`src/rtl/mem_port_arbiter.sv`:
```
// mem_port_arbiter: shares one memory port between fetch and data requesters; optional STARVE_GUARD_EN
module mem_port_arbiter #(
    parameter int MEM_LATENCY = 2,
    parameter int MAX_D_BURST = 4
) (
    input  logic        clock,
    input  logic        reset,
    input  logic        i_mem_enable,
    input  logic [31:0] i_address,
    input  logic [1:0]  i_access_size,
    output logic [31:0] i_data,
    output logic        i_valid,
    output logic        fetch_stall,
    input  logic        d_mem_enable,
    input  logic        d_rw,
    input  logic [31:0] d_address,
    input  logic [1:0]  d_access_size,
    input  logic [31:0] d_data_in,
    output logic [31:0] d_data,
    output logic        d_valid,
    output logic        mem_stall,
    output logic        m_enable,
    output logic        m_rw,
    output logic [31:0] m_address,
    output logic [1:0]  m_access_size,
    output logic [31:0] m_data_in,
    input  logic [31:0] m_data_out
);
    typedef enum logic [2:0] {IDLE, BUSY_I, BUSY_D, DONE_I, DONE_D} state_t;

    state_t      state_q, state_d;
    logic [3:0]  cnt_q, cnt_d;
    logic        m_enable_q, m_enable_d, m_rw_q, m_rw_d;
    logic [31:0] m_address_q, m_address_d, m_data_in_q, m_data_in_d;
    logic [1:0]  m_size_q, m_size_d;
    logic [31:0] i_data_q, i_data_d, d_data_q, d_data_d;
    logic        starve, pick_i;

`ifdef STARVE_GUARD_EN
    localparam int BW = $clog2(MAX_D_BURST + 1);
    logic [BW-1:0] burst_q, burst_d;
    assign starve = (burst_q == BW'(MAX_D_BURST));
`else
    assign starve = 1'b0;
`endif

    assign pick_i      = i_mem_enable & (~d_mem_enable | starve);
    assign i_valid     = (state_q == DONE_I);
    assign d_valid     = (state_q == DONE_D);
    assign fetch_stall = i_mem_enable & ~i_valid;
    assign mem_stall   = d_mem_enable & ~d_valid;
    assign i_data        = i_data_q;
    assign d_data        = d_data_q;
    assign m_enable      = m_enable_q;
    assign m_rw          = m_rw_q;
    assign m_address     = m_address_q;
    assign m_access_size = m_size_q;
    assign m_data_in     = m_data_in_q;

    // grant selection in IDLE, latency countdown while BUSY, one-cycle DONE pulse
    always_comb begin
        state_d     = state_q;
        cnt_d       = cnt_q;
        m_enable_d  = 1'b0;
        m_rw_d      = m_rw_q;
        m_address_d = m_address_q;
        m_size_d    = m_size_q;
        m_data_in_d = m_data_in_q;
        i_data_d    = i_data_q;
        d_data_d    = d_data_q;
`ifdef STARVE_GUARD_EN
        burst_d     = burst_q;
`endif
        case (state_q)
            IDLE: if (d_mem_enable | i_mem_enable) begin
                state_d     = pick_i ? BUSY_I : BUSY_D;
                cnt_d       = 4'(MEM_LATENCY);
                m_enable_d  = 1'b1;
                m_rw_d      = pick_i ? 1'b1 : d_rw;
                m_address_d = pick_i ? i_address : d_address;
                m_size_d    = pick_i ? i_access_size : d_access_size;
                m_data_in_d = pick_i ? m_data_in_q : d_data_in;
`ifdef STARVE_GUARD_EN
                burst_d     = pick_i ? '0 : (starve ? burst_q : burst_q + BW'(1));
`endif
            end
            BUSY_I: begin
                cnt_d    = (cnt_q == 4'd0) ? cnt_q : cnt_q - 4'd1;
                state_d  = (cnt_q == 4'd0) ? DONE_I : BUSY_I;
                i_data_d = (cnt_q == 4'd0) ? m_data_out : i_data_q;
            end
            BUSY_D: begin
                cnt_d    = (cnt_q == 4'd0) ? cnt_q : cnt_q - 4'd1;
                state_d  = (cnt_q == 4'd0) ? DONE_D : BUSY_D;
                d_data_d = (cnt_q == 4'd0 && m_rw_q) ? m_data_out : d_data_q;
            end
            default: state_d = IDLE;
        endcase
    end

    // state and output registers with synchronous reset
    always_ff @(posedge clock) begin
        if (reset) begin
            state_q     <= IDLE;
            cnt_q       <= '0;
            m_enable_q  <= 1'b0;
            m_rw_q      <= 1'b1;
            m_address_q <= '0;
            m_size_q    <= '0;
            m_data_in_q <= '0;
            i_data_q    <= '0;
            d_data_q    <= '0;
`ifdef STARVE_GUARD_EN
            burst_q     <= '0;
`endif
        end else begin
            state_q     <= state_d;
            cnt_q       <= cnt_d;
            m_enable_q  <= m_enable_d;
            m_rw_q      <= m_rw_d;
            m_address_q <= m_address_d;
            m_size_q    <= m_size_d;
            m_data_in_q <= m_data_in_d;
            i_data_q    <= i_data_d;
            d_data_q    <= d_data_d;
`ifdef STARVE_GUARD_EN
            burst_q     <= burst_d;
`endif
        end
    end
endmodule

```
`config.mk`:
```
export PLATFORM = sky130hd
export DESIGN_NAME = mem_port_arbiter
export DESIGN_NICKNAME = d
export VERILOG_FILES = /design/src/rtl/mem_port_arbiter.sv
export SDC_FILE = /design/constraint.sdc
export NUM_CORES = 1
export LEC_CHECK = 0
export ABC_AREA = 1
export CAP_MARGIN = 20
export CORE_UTILIZATION = 44
export CTS_BUF_LIST = sky130_fd_sc_hd__clkbuf_8
export DETAILED_ROUTE_END_ITERATION = 10
export MAX_ROUTING_LAYER = met4
export PLACE_DENSITY = 0.85
export SYNTH_ARGS = -nofsm -noshare
export SYNTH_HDL_FRONTEND = slang
export SYNTH_SLANG_ARGS = --single-unit
```
`constraint.sdc`:
```
create_clock -name clock -period 2.95 [get_ports clock]
set_input_delay 0.295 -clock clock [delete_from_list [all_inputs] [get_ports clock]]
set_output_delay 0.295 -clock clock [all_outputs]
set_load 0.02 [all_outputs]
```
== Yosys cells after proc, flatten, opt, wreduce, memory -nomap -nowiden ==
Cells that the tools add are included.

* Bitwise logic cells: 9
* Equal/unequal tests: 6
* Multiplexer cells: 12
* Add/subtract/negate cells: 1
* Reduce and logical (&&, ||, !) cells: 11

{| class="wikitable"
|+ Operators with widths
! cell !! number
|-
| 32-bit 2-to-1 mux || 1
|-
| 3-bit one-hot mux with 3 select lines || 1
|-
| 4-bit 2-to-1 mux || 2
|-
| 4-bit one-hot mux with 2 select lines || 1
|-
| 3-bit by 2-bit equality test with 1-bit output (second input constant) || 2
|-
| 2-bit 2-to-1 mux || 3
|-
| 3-bit 2-to-1 mux || 2
|-
| 2-bit AND reduction || 3
|-
| 3-bit AND reduction || 2
|-
| 1-bit NOT || 5
|-
| 4-bit zero test || 1
|-
| 2-bit inequality test (second input constant) || 2
|-
| 2-bit OR reduction || 2
|-
| 4-bit by 1-bit subtractor with 4-bit output (second input constant) || 1
|-
| 1-bit AND || 3
|-
| 3-bit by 1-bit equality test with 1-bit output (second input constant) || 1
|-
| 3-bit equality test (second input constant) || 1
|-
| 3-bit zero test || 1
|-
| 1-bit 2-to-1 mux || 2
|-
| 2-bit nonzero test || 1
|-
| 1-bit logical AND || 1
|-
| 1-bit bitwise OR || 1
|}

* Flip-flop bits (word level): 139
* Word-level logic and storage cells: 48
* Input port bits: 137

== Logic depth before layout (Yosys ltp) ==
Gate-level depths: netlist of run 1.

* Word-level depth: 5
* Gate-level depth with buffers: 10
* Mapped depth without buffers: 9

== Least setup slack after synthesis of run 1 ==
Ideal clock, no wire load.

* Path kind: register -> output
* Start: register state_q[0]
* End: output fetch_stall
* Buffers on the path: 0
* Data required time: 2655 ps
* Arrival: 1349 ps
* Cell stages (with the launch flop): 4
* Path slack: 1306 ps
* Cell sequence: dfxtp_1 inv_1 nor3_1 nor2_1

* Word-level cells in the longest chain between the ends: 3

{| class="wikitable"
|+ Ends and longest elaborated chain
! element !! line !! RTL
|-
| start: declaration || 31 || <nowiki>state_t state_q, state_d;</nowiki>
|-
| start signal: assignment || 117 || <nowiki>state_q <= state_d;</nowiki>
|-
| 3-bit by 2-bit equality test with 1-bit output || 48 || <nowiki>assign i_valid = (state_q == DONE_I);</nowiki>
|-
| named net i_valid || 12 || <nowiki>output logic i_valid,</nowiki>
|-
| 1-bit NOT || 50 || <nowiki>assign fetch_stall = i_mem_enable & ~i_valid;</nowiki>
|-
| 1-bit AND || 50 ||
|-
| end: declaration || 13 || <nowiki>output logic fetch_stall,</nowiki>
|}

The timed path passes the listed nets, and every way through them passes these cells.

== Final worst setup path of run 1 ==
* Start: register state_q[0]
* End: output i_valid

* Word-level cells in the longest chain between the ends: 1

{| class="wikitable"
|+ Ends and longest elaborated chain
! element !! line
|-
| 3-bit by 2-bit equality test with 1-bit output || 48
|-
| end: declaration || 12
|}

No other way between the ends.

==> results of run 1 <==
## tightest hold or removal path, cell delays in order
cell and delay, ps:
clkdlybuf4s50_1 390, nand2_1 60, a31oi_1 70
## worst paths after layout
kind,start,end,slack (ps)
worst max-delay path,state_q[0],i_valid,560
worst min-delay path,d_address[24],m_address[24],410
worst max register to register,cnt_q[0],i_data[18],1060
worst min register to register,m_data_in[13],m_data_in[13],460
## layout make-up
type	instances	area [um2]
tap	143	179
inverter	16	60.1
sequential	139	2780
timing repair buffer	282	2820
multi-input combinational	478	2220
clock inverter	11	189
fill	866	3070
clock buffer	21	289
## logic make-up after synthesis
group / count (synthesis) / share of synthesized area [%]
compound gates: 170 / 16.8
buf+inv: 66 / 6.50
flops: 139 / 52.0
fa+ha+maj: 2 / 0.468
simple gates: 306 / 24.1
## stage by stage
| step | worst slack (ps) | area, um2 |
|---|---|---|
| floorplan | 1310 | 5350 |
| global placement | 937 | 8060 |
| detailed placement | 886 | 8060 |
| CTS | 560 | 8540 |
| global route | 464 | 8540 |
| finish | 563 | 8540 |
## registers in the layout, summed over array words and instances (netlist names)
register       flops
d_data            32
i_data            32
m_address         32
m_data_in         32
cnt_q              4
state_q            3
m_access_size      2
m_enable           1
m_rw               1
## power breakdown
group / total [mW] / internal (mW) / switching (mW) / leakage (nW)
clock: 1.82 / 1.09 / 0.722 / 0.238
combinational: 2.92 / 1.27 / 1.66 / 2.03
sequential: 2.58 / 2.34 / 0.238 / 1.14
total: 7.32 / 4.70 / 2.62 / 3.41
## layer usage
metal | track usage, % | vias up | wire (um)
met3 | 8.42 | 47 | 1230
met4 | 13.5 | 0 | 585
li1 | - | 2764 | -
met5 | - | - | 0
met1 | 30.9 | 2535 | 6550
met2 | 44.4 | 226 | 8150
## layout by cell type (no fill, tap or decap), types with 2 or more instances in the layout
cell type        instances
clkdlybuf4s50_1        272
dfxtp_1                139
nor2_1                 137
nand2_1                116
o21ai_0                 83
nand3_1                 38
a21oi_1                 37
a31oi_1                 34
clkbuf_8                21
o21ai_1                 15
inv_1                    8
buf_4                    8
inv_2                    6
bufinv_16                5
nor2_4                   4
nor3_1                   3
nand2_2                  3
clkinv_2                 3
clkinv_1                 2
nand3_4                  2
ha_1                     2
clkinvlp_4               2
buf_12                   2
## synthesized netlist by cell type
cell type    n
dfxtp_1    139
nor2_1     137
nand2_1    116
o21ai_0     83
nand3_1     38
a21oi_1     37
a31oi_1     34
buf_2       20
clkbuf_1    17
o21ai_1     15
inv_1        9
buf_6        7
buf_4        6
inv_2        5
nor2_4       4
nand2_2      3
nor3_1       3
clkinv_1     2
ha_1         2
nand3_4      2
nand2_4      1
nand3_2      1
nor3_4       1
o22ai_2      1
==> flow_summary.json, run 1 <==
{
  "result_of_the_run": "finished, violations left",
  "violations": "design-rule violations",
  "whs_path_depth": 3,
  "fin_worst_hold_slack_ps": 411,
  "clkLatencyLatePin_ps": 450,
  "via_per_inst": 5.11,
  "worst_pin_slew_ps": 618,
  "synth_net_count": 822,
  "final_min_period_over_clock_period_pct": 80.9,
  "clock-sinks": 139,
  "path_max_fanout": 5,
  "worst_setup_start_kind": "flip-flop",
  "layout.core_utilization_pct": 73.5,
  "initialDrtViolationCount": 414,
  "clk_path_buf_depth": 2,
  "drt_first_pass_iters": 8,
  "totalNegativeSetupSlack_ps": 0,
  "netlist.top_cell.by_area": "dfxtp_1",
  "hpwl_dp_um": 11500,
  "core-area_mm2": 0.0116,
  "timing.setup.critical_path_class": "flip-flop to output pin",
  "worst_setup_hold_path_clk_slew_ps": 80,
  "yosysWarningCount": 0,
  "clock_skew_ps": 7.74,
  "p_leak_nw": 3.41,
  "postRouteAntennaNets": 0,
  "fmax_ghz": 0.419,
  "detail_route.wirelength_um": 16500,
  "place.gp.congestion": 0.830,
  "synth.cell_area_mm2": 0.00535,
  "worstPathBufferInverterCount": 2,
  "stdcell_count": 1090,
  "rsz0062_at_grt": "no",
  "design.portCount": 273,
  "synth_seq_area_share_pct": 52.0,
  "setup_viol_count_final": 0,
  "finalWorstPathRequiredPeriod_ps": 2390,
  "worst_reg2reg_path_depth": 8,
  "grt_antenna_before_repair": 0,
  "netlist.area_leader.share_pct": 52.0,
  "ctsHoldBuffers": 0,
  "peakVddDrop_mv": 0.524,
  "synth.top_cells.by_area": "dfxtp_1, nor2_1, nand2_1, o21ai_0, a31oi_1",
  "power-per-cell-area_mw_per_mm2": 857,
  "start_util_pct": 46.0,
  "cts_resized": 0,
  "worst_setup_path_end_kind": "output pin",
  "cap_violations": 0,
  "synth.ff_latch_count": 139,
  "cts_tree": "done",
  "max_stage_delay_ps": 680,
  "vertical_die_dimension_um": 112,
  "clock_tree.htree_level_count": 4,
  "area_growth_syn_to_layout_pct": 59.7,
  "dr_total_vias": 5572,
  "placement.io_buffers": 272,
  "totalPowerFinal_mw": 7.32,
  "final_layout_size_suffix_gt1_share_pct": 6.44,
  "path_delay_family": "buffers and inverters",
  "remaining_drc_errors": 14,
  "report.final.hold_viol_count": 0,
  "n_antenna_cell": 0,
  "grt_max_degree": 65,
  "ys_types": 24,
  "chipWidth_um": 112,
  "placement_rows": 39,
  "slew_headroom_pct": 58.8,
  "design.final.nets": 1073,
  "crit_chain": "inv_1 -> nor3_1 -> clkdlybuf4s50_1",
  "timing.hold.worst.class": "primary input to flip-flop",
  "die_area_mm2": 0.0126,
  "wl_per_cell_um": 15.2,
  "grt-ovfl-total": 0,
  "grtUsageTotal_pct": 27.4,
  "required_ps": 2650,
  "wire_length_of_the_first_global_routing_pass_um": 26300,
  "tritoncts.num_buffers": 17,
  "placedCellCount": 1058,
  "avgSynthCellArea_um2": 7.83,
  "syn-instance-count": 683,
  "timing.critical_path.arrival_ps": 2090,
  "post-cts-setup-buffers": 0,
  "timing.critical_path.depth": 3,
  "cts.root.buffer_cell": "clkbuf_8",
  "number_of_slew_limit_violations_in_the_final_report": 0,
  "first_global_vias": 5360,
  "crit_path_top_delay_cell": "clkdlybuf4s50_1"
}
Note: power is estimated with default switching activity, not from simulation.
==> run 2, diff against run 1 <==
--- a/config.mk
+++ b/config.mk
@@ -7,11 +7,11 @@
 export LEC_CHECK = 0
 export ABC_AREA = 1
 export CAP_MARGIN = 20
-export CORE_UTILIZATION = 44
+export CORE_UTILIZATION = 41
 export CTS_BUF_LIST = sky130_fd_sc_hd__clkbuf_8
 export DETAILED_ROUTE_END_ITERATION = 10
 export MAX_ROUTING_LAYER = met4
-export PLACE_DENSITY = 0.85
+export PLACE_DENSITY = 0.8
 export SYNTH_ARGS = -nofsm -noshare
 export SYNTH_HDL_FRONTEND = slang
 export SYNTH_SLANG_ARGS = --single-unit
==> constraint.sdc (replaced) <==
create_clock -name clock -period 2.3 [get_ports clock]
set_input_delay 0.23 -clock clock [delete_from_list [all_inputs] [get_ports clock]]
set_output_delay 0.23 -clock clock [all_outputs]
set_load 0.02 [all_outputs]
==> run 2 against run 1 <==
The run now ends clean. Combinational power up 28%. Final cell count up 2.8%. Core utilization down 6.1 points. Die area up 7.2%. Non-clock buffer count up 1. Sequential power up 28%. Via count down 1.9%. Power up 25%. Largest power group unchanged.
==> flow_summary.json, run 2 (same netlist as run 1, synthesis figures left out) <==
{
  "result_of_the_run": "complete, no violations",
  "path_max_fanout": 4,
  "totalNegativeSetupSlack_ps": 0,
  "final_min_period_over_clock_period_pct": 94.5,
  "required_ps": 2070,
  "wl_per_cell_um": 14.5,
  "cts_tree": "done",
  "vertical_die_dimension_um": 116,
  "final_cell_area_mm2": 0.00855,
  "power.clock.fraction_pct": 23.2,
  "final_cell_mix": "clkdlybuf4s50_1, dfxtp_1, nor2_1, nand2_1, o21ai_0",
  "drt_first_pass_iters": 4,
  "worst_setup_start_kind": "flip-flop",
  "via_per_inst": 4.88,
  "hpwl_dp_um": 10900,
  "final_layout_size_suffix_gt1_share_pct": 6.65,
  "share_seq_of_total_power_pct": 36.0,
  "area_growth_syn_to_layout_pct": 59.8,
  "report.final.hold_viol_count": 0,
  "die_area_mm2": 0.0135,
  "power-per-cell-area_mw_per_mm2": 1070,
  "design.portCount": 273,
  "placement.io_buffers": 272,
  "placement_rows": 41,
  "postRouteAntennaNets": 0,
  "number_of_slew_limit_violations_in_the_final_report": 0,
  "clk_path_buf_depth": 2,
  "place.gp.congestion": 0.827,
  "worst_setup_path_end_kind": "output pin",
  "wire_length_of_the_first_global_routing_pass_um": 25000,
  "final_common_cell": "clkdlybuf4s50_1",
  "dr_total_vias": 5464,
  "clock_skew_ps": 11.9,
  "start_util_pct": 42.2,
  "intPower_mw": 5.82,
  "timing.reg2reg.setup_slack_ps": 520,
  "tritoncts.num_buffers": 17,
  "placedInstanceArea_mm2": 0.00811,
  "ctsHoldBuffers": 0,
  "post-cts-setup-buffers": 0,
  "timing.hold.worst.class": "primary input to flip-flop",
  "p_leak_nw": 3.42,
  "initialDrtViolationCount": 432,
  "grt_max_degree": 70,
  "grt_antenna_before_repair": 0,
  "clock_tree.htree_level_count": 4,
  "grt-ovfl-total": 0,
  "design.final.nets": 1074,
  "clock-sinks": 139,
  "finalWorstPathRequiredPeriod_ps": 2170,
  "clkLatencyLatePin_ps": 450,
  "core-area_mm2": 0.0127,
  "setup_viol_count_final": 0,
  "detail_route.wirelength_um": 16300,
  "slew_headroom_pct": 56.2,
  "layout.filler_cells": 1080,
  "remaining_drc_errors": 0,
  "timing.setup.critical_path_class": "flip-flop to output pin",
  "cap_violations": 0,
  "peakVddDrop_mv": 0.581,
  "grtUsageTotal_pct": 24.9,
  "rsz0062_at_grt": "no",
  "multiInputGateArea_mm2": 0.00223,
  "comb_power_share_pct": 40.8,
  "seq_area_mm2": 0.00278,
  "switching_share_pct": 36.6,
  "chipWidth_um": 116,
  "worst_pin_slew_ps": 656,
  "switchingPower_mw": 3.36,
  "cts.root.buffer_cell": "clkbuf_8",
  "timing.critical_path.arrival_ps": 1940,
  "fmax_ghz": 0.460,
  "n_antenna_cell": 0,
  "first_global_vias": 5033,
  "worst_setup_hold_path_clk_slew_ps": 80
}
==> run 2: cell types whose count changed in the layout (fill, tap and decap cells not counted), sizes merged <==
cell           previous run  this run
clkbuf                   21        18
inv                      14        16
buf                      10        11
bufinv                    5         4
clkdlybuf4s50           272       271
clkinv                    6         7
clkinvlp                  2         3
dlymetal6s2s              0         1
==> run 2: cell type report <==
class | count | share of cell area, %
inverters | 16 | 0.703
clock buffers | 18 | 2.90
multi-input cells | 478 | 26.1
repair buffers | 283 | 33.1
clock inverters | 14 | 2.09
well taps | 172 | 2.52
flip-flops and latches | 139 | 32.6
==> run 2: path summary, 6_finish.rpt <==
check | start | endpoint | depth (start not counted)
setup reg to reg | cnt_q[0] | d_data[21] | 9
hold / removal | d_address[26] | m_address[26] | 3
setup / recovery | state_q[2] | d_valid | 3
hold reg to reg | m_data_in[4] | m_data_in[4] | 2
==> run 2: what timing repair did <==
| action | 4_1_cts | 5_1_grt |
|---|---|---|
| resized for setup | 1 | 3 |
| pin swaps | 0 | 0 |
| endpoints found under the setup margin | 1 | 3 |
==> run 2: stage by stage <==
| stage | total power [mW] | cells | util (%) | hold WS [ps] | worst slack [ps] |
|---|---|---|---|---|---|
| 5_1_grt | 9.70 | 1120 | 67.4 | 331 | 13.6 |
| 3_5_place_dp | 7.08 | 1088 | 64.0 | 452 | 474 |
| 6_report | 9.18 | 1120 | 67.4 | 347 | 127 |
| 2_1_floorplan | 5.49 | 683 | - | 352 | 721 |
| 3_3_place_gp | 7.05 | 1088 | 64.0 | 447 | 506 |
| 4_1_cts | 9.24 | 1120 | 67.3 | 321 | 3.59 |
==> run 2: critical path: stages, from the launching register on <==
cell             delay, ps
dfxtp_1                490
inv_1                  150
nor3_2                 200
clkdlybuf4s50_1        650
==> run 2: per-layer routing <==
layer | routed length, um | vias to the layer above | track usage [%]
met5 | 0 | - | -
met4 | 358 | 0 | 10.1
met3 | 1160 | 24 | 7.73
met2 | 8000 | 202 | 40.2
met1 | 6750 | 2465 | 28.6
li1 | - | 2773 | -
==> run 2: power by group through the flow <==
stage	registers (mW)	logic, mW	clock network [mW]
after detailed placement	3.33	3.75	0
after CTS	3.30	3.76	2.17
after global placement	3.32	3.72	0
after global routing	3.37	4.05	2.28
final	3.30	3.74	2.13
after floorplan	4.00	1.49	0
==> run 3, diff against run 2 <==
--- a/config.mk
+++ b/config.mk
@@ -15,3 +15,4 @@
 export SYNTH_ARGS = -nofsm -noshare
 export SYNTH_HDL_FRONTEND = slang
 export SYNTH_SLANG_ARGS = --single-unit
+export TNS_END_PERCENT = 5
==> results of run 3 <==
The final DEF is identical to that of run 2; final timing and power are the same.
==> variant (flow settings as in run 2) <==
Add a define of `STARVE_GUARD_EN`.
--- a/src/rtl/mem_port_arbiter.sv
+++ b/src/rtl/mem_port_arbiter.sv
@@ -1,4 +1,6 @@
 // mem_port_arbiter: shares one memory port between fetch and data requesters; optional STARVE_GUARD_EN
+`define STARVE_GUARD_EN
+
 module mem_port_arbiter #(
     parameter int MEM_LATENCY = 2,
     parameter int MAX_D_BURST = 4
Behaviour: same outputs for any inputs over 10 cycles, from zero or initial values and one cycle with reset high; that may be too few to reach the edited logic, so the function may still have changed.
==> variant against run 2 <==
- power grew 3.5%
- worst setup slack improved by 87 ps
- area after synthesis grew 0.47%
- final area grew 2.5%
- critical path depth is the same
- wire length fell by 3.5%
- clock skew shrank 2.7 ps
- cell count grew 2.3%
- sequential cell count is 3 higher
==> variant: results (changes against run 2) <==
* **clock latency on the worst-skew pair** 430 ps, -20 ps
* **total clock buffers created by CTS** 17, unchanged
* **total routing resource utilization after global routing** 23.7%, -1.1 points
* **first-pass GRT wire length** 23900 µm, -4.4%
* **count of synthesis-stage warnings from yosys** 0, unchanged
* **data arrival at the endpoint of the critical path** 1860 ps, -80 ps
* **worst-path fanout max** 4, unchanged
* **root buf cell** clkbuf_8
* **distinct cell type count after synthesis** 25, +4.2%
* **gpl congestion** 0.835, +1.0%
* **fraction of final layout cells sized beyond drive strength 1** 5.85%, -0.79 points
* **placed inst area** 0.00826 mm², +1.9%
* **top cell types by occurrence after synthesis** nor2_1, dfxtp_1, o21ai_0
* **clock buffer depth** 2, unchanged
* **average footprint of a synthesized cell** 7.66 µm², -2.1%
* **proportion of synthesized flip-flops having asynchronous set or reset** 0%, unchanged
* **non-filler cells, final** 1146, +2.3%
* **Final HPWL DP** 11200 µm, +3.2%
* **number of global-route vias before repair** 4998, -0.70%
* **worst-case clock skew** 9.20 ps, -2.71 ps
* **sequential-to-total area share from yosys stat** 52.9%, +0.88 points
* **static leakage power** 3.42 nW, +0.13%
* **Slowest Stage Delay on Critical Path** 670 ps, +20 ps
* **kind of cell adding the most delay to the critical path** buffers and inverters
* **worst vdd rail ir drop** 0.516 mV, -11%
* **number of antenna violations at the first check in global routing** 0, unchanged
* **Slew HR** 59.7%, +3.5 points
* **routed via count divided by cell count** 4.84, -0.69%
* **DR pass1 iterations** 4, unchanged
* **CP startpoint** state_q[2]
* **outcome** completed
* **top cells by area in the synthesized netlist** dfxtp_1, nor2_1, o21ai_0, nand2_1, a31oi_1
* **Filler cells** 1108, +2.6%
* **Final Util** 68.9%, +1.4 points
* **HP Start** i_address[5]
* **number of nets produced by synthesis** 842, +2.4%
* **pin count of the biggest net entering global routing** 45, -36%
* **average wire per standard cell** 13.7 µm, -5.7%
* **clock-pin transition on the worst setup and hold timing paths** 80 ps, about the same
* **violation count after the first detailed-routing iteration** 416, -3.7%
-- variant: worst paths after layout --
check	to	cells past startpoint	slack [ps]
max reg2reg	d_data[30]	8	460
max	d_valid	3	210
min	m_address[5]	3	360
min reg2reg	burst_q[2]	2	470
-- variant: power breakdown --
part           internal [mW]  total, mW  switching [mW]
clock network           1.56       2.49           0.933
registers               3.05       3.35           0.300
logic                   1.65       3.66            2.01
total                   6.26       9.50            3.24
-- variant: stage by stage --
stage | hold slack [ps] | worst slack, ps
floorplan | 299 | 819
CTS | 326 | 111
finish | 356 | 214
global placement | 449 | 475
global route | 352 | 84.1
detailed placement | 459 | 469
-- variant: layer usage --
layer | track usage (%) | share of wire [%] | up-vias
met5 | - | 0 | -
met3 | 6.80 | 8.6 | 28
li1 | - | - | 2817
met2 | 40.4 | 49 | 223
met1 | 25.7 | 40 | 2484
met4 | 10.4 | 2.4 | 0
-- variant: cell type report --
class                   instances  area share [%]
clock buffers                  19            2.98
repair buffers                286            33.2
inverters                      22           0.942
clock inverters                13            2.76
multi-input cells             492            25.3
well taps                     172            2.46
flip-flops and latches        142            32.4
-- variant: worst reg2reg max path, stage by stage (launching register included) --
cell	delay [ps]
dfxtp_1	320
inv_1	120
ha_1	160
nand2_1	100
nor2_4	140
nand4_1	180
inv_2	510
nor2_1	120
nor2_1	120
-- variant: logic make-up after synthesis --
| logic type | after synthesis | synth area share, % |
|---|---|---|
| buf+inv | 67 | 5.89 |
| fa+ha+maj | 4 | 0.932 |
| simple gates | 309 | 22.7 |
| flops | 142 | 52.9 |
| compound gates | 179 | 17.6 |
-- variant: what timing repair did --
item                                    in CTS  in global routing
endpoints found under the setup margin       0                  1
endpoints found under the hold margin        0                  0
hold buffers                                 0                  0
resized for setup                            0                  1
buffers inserted                             0                  0
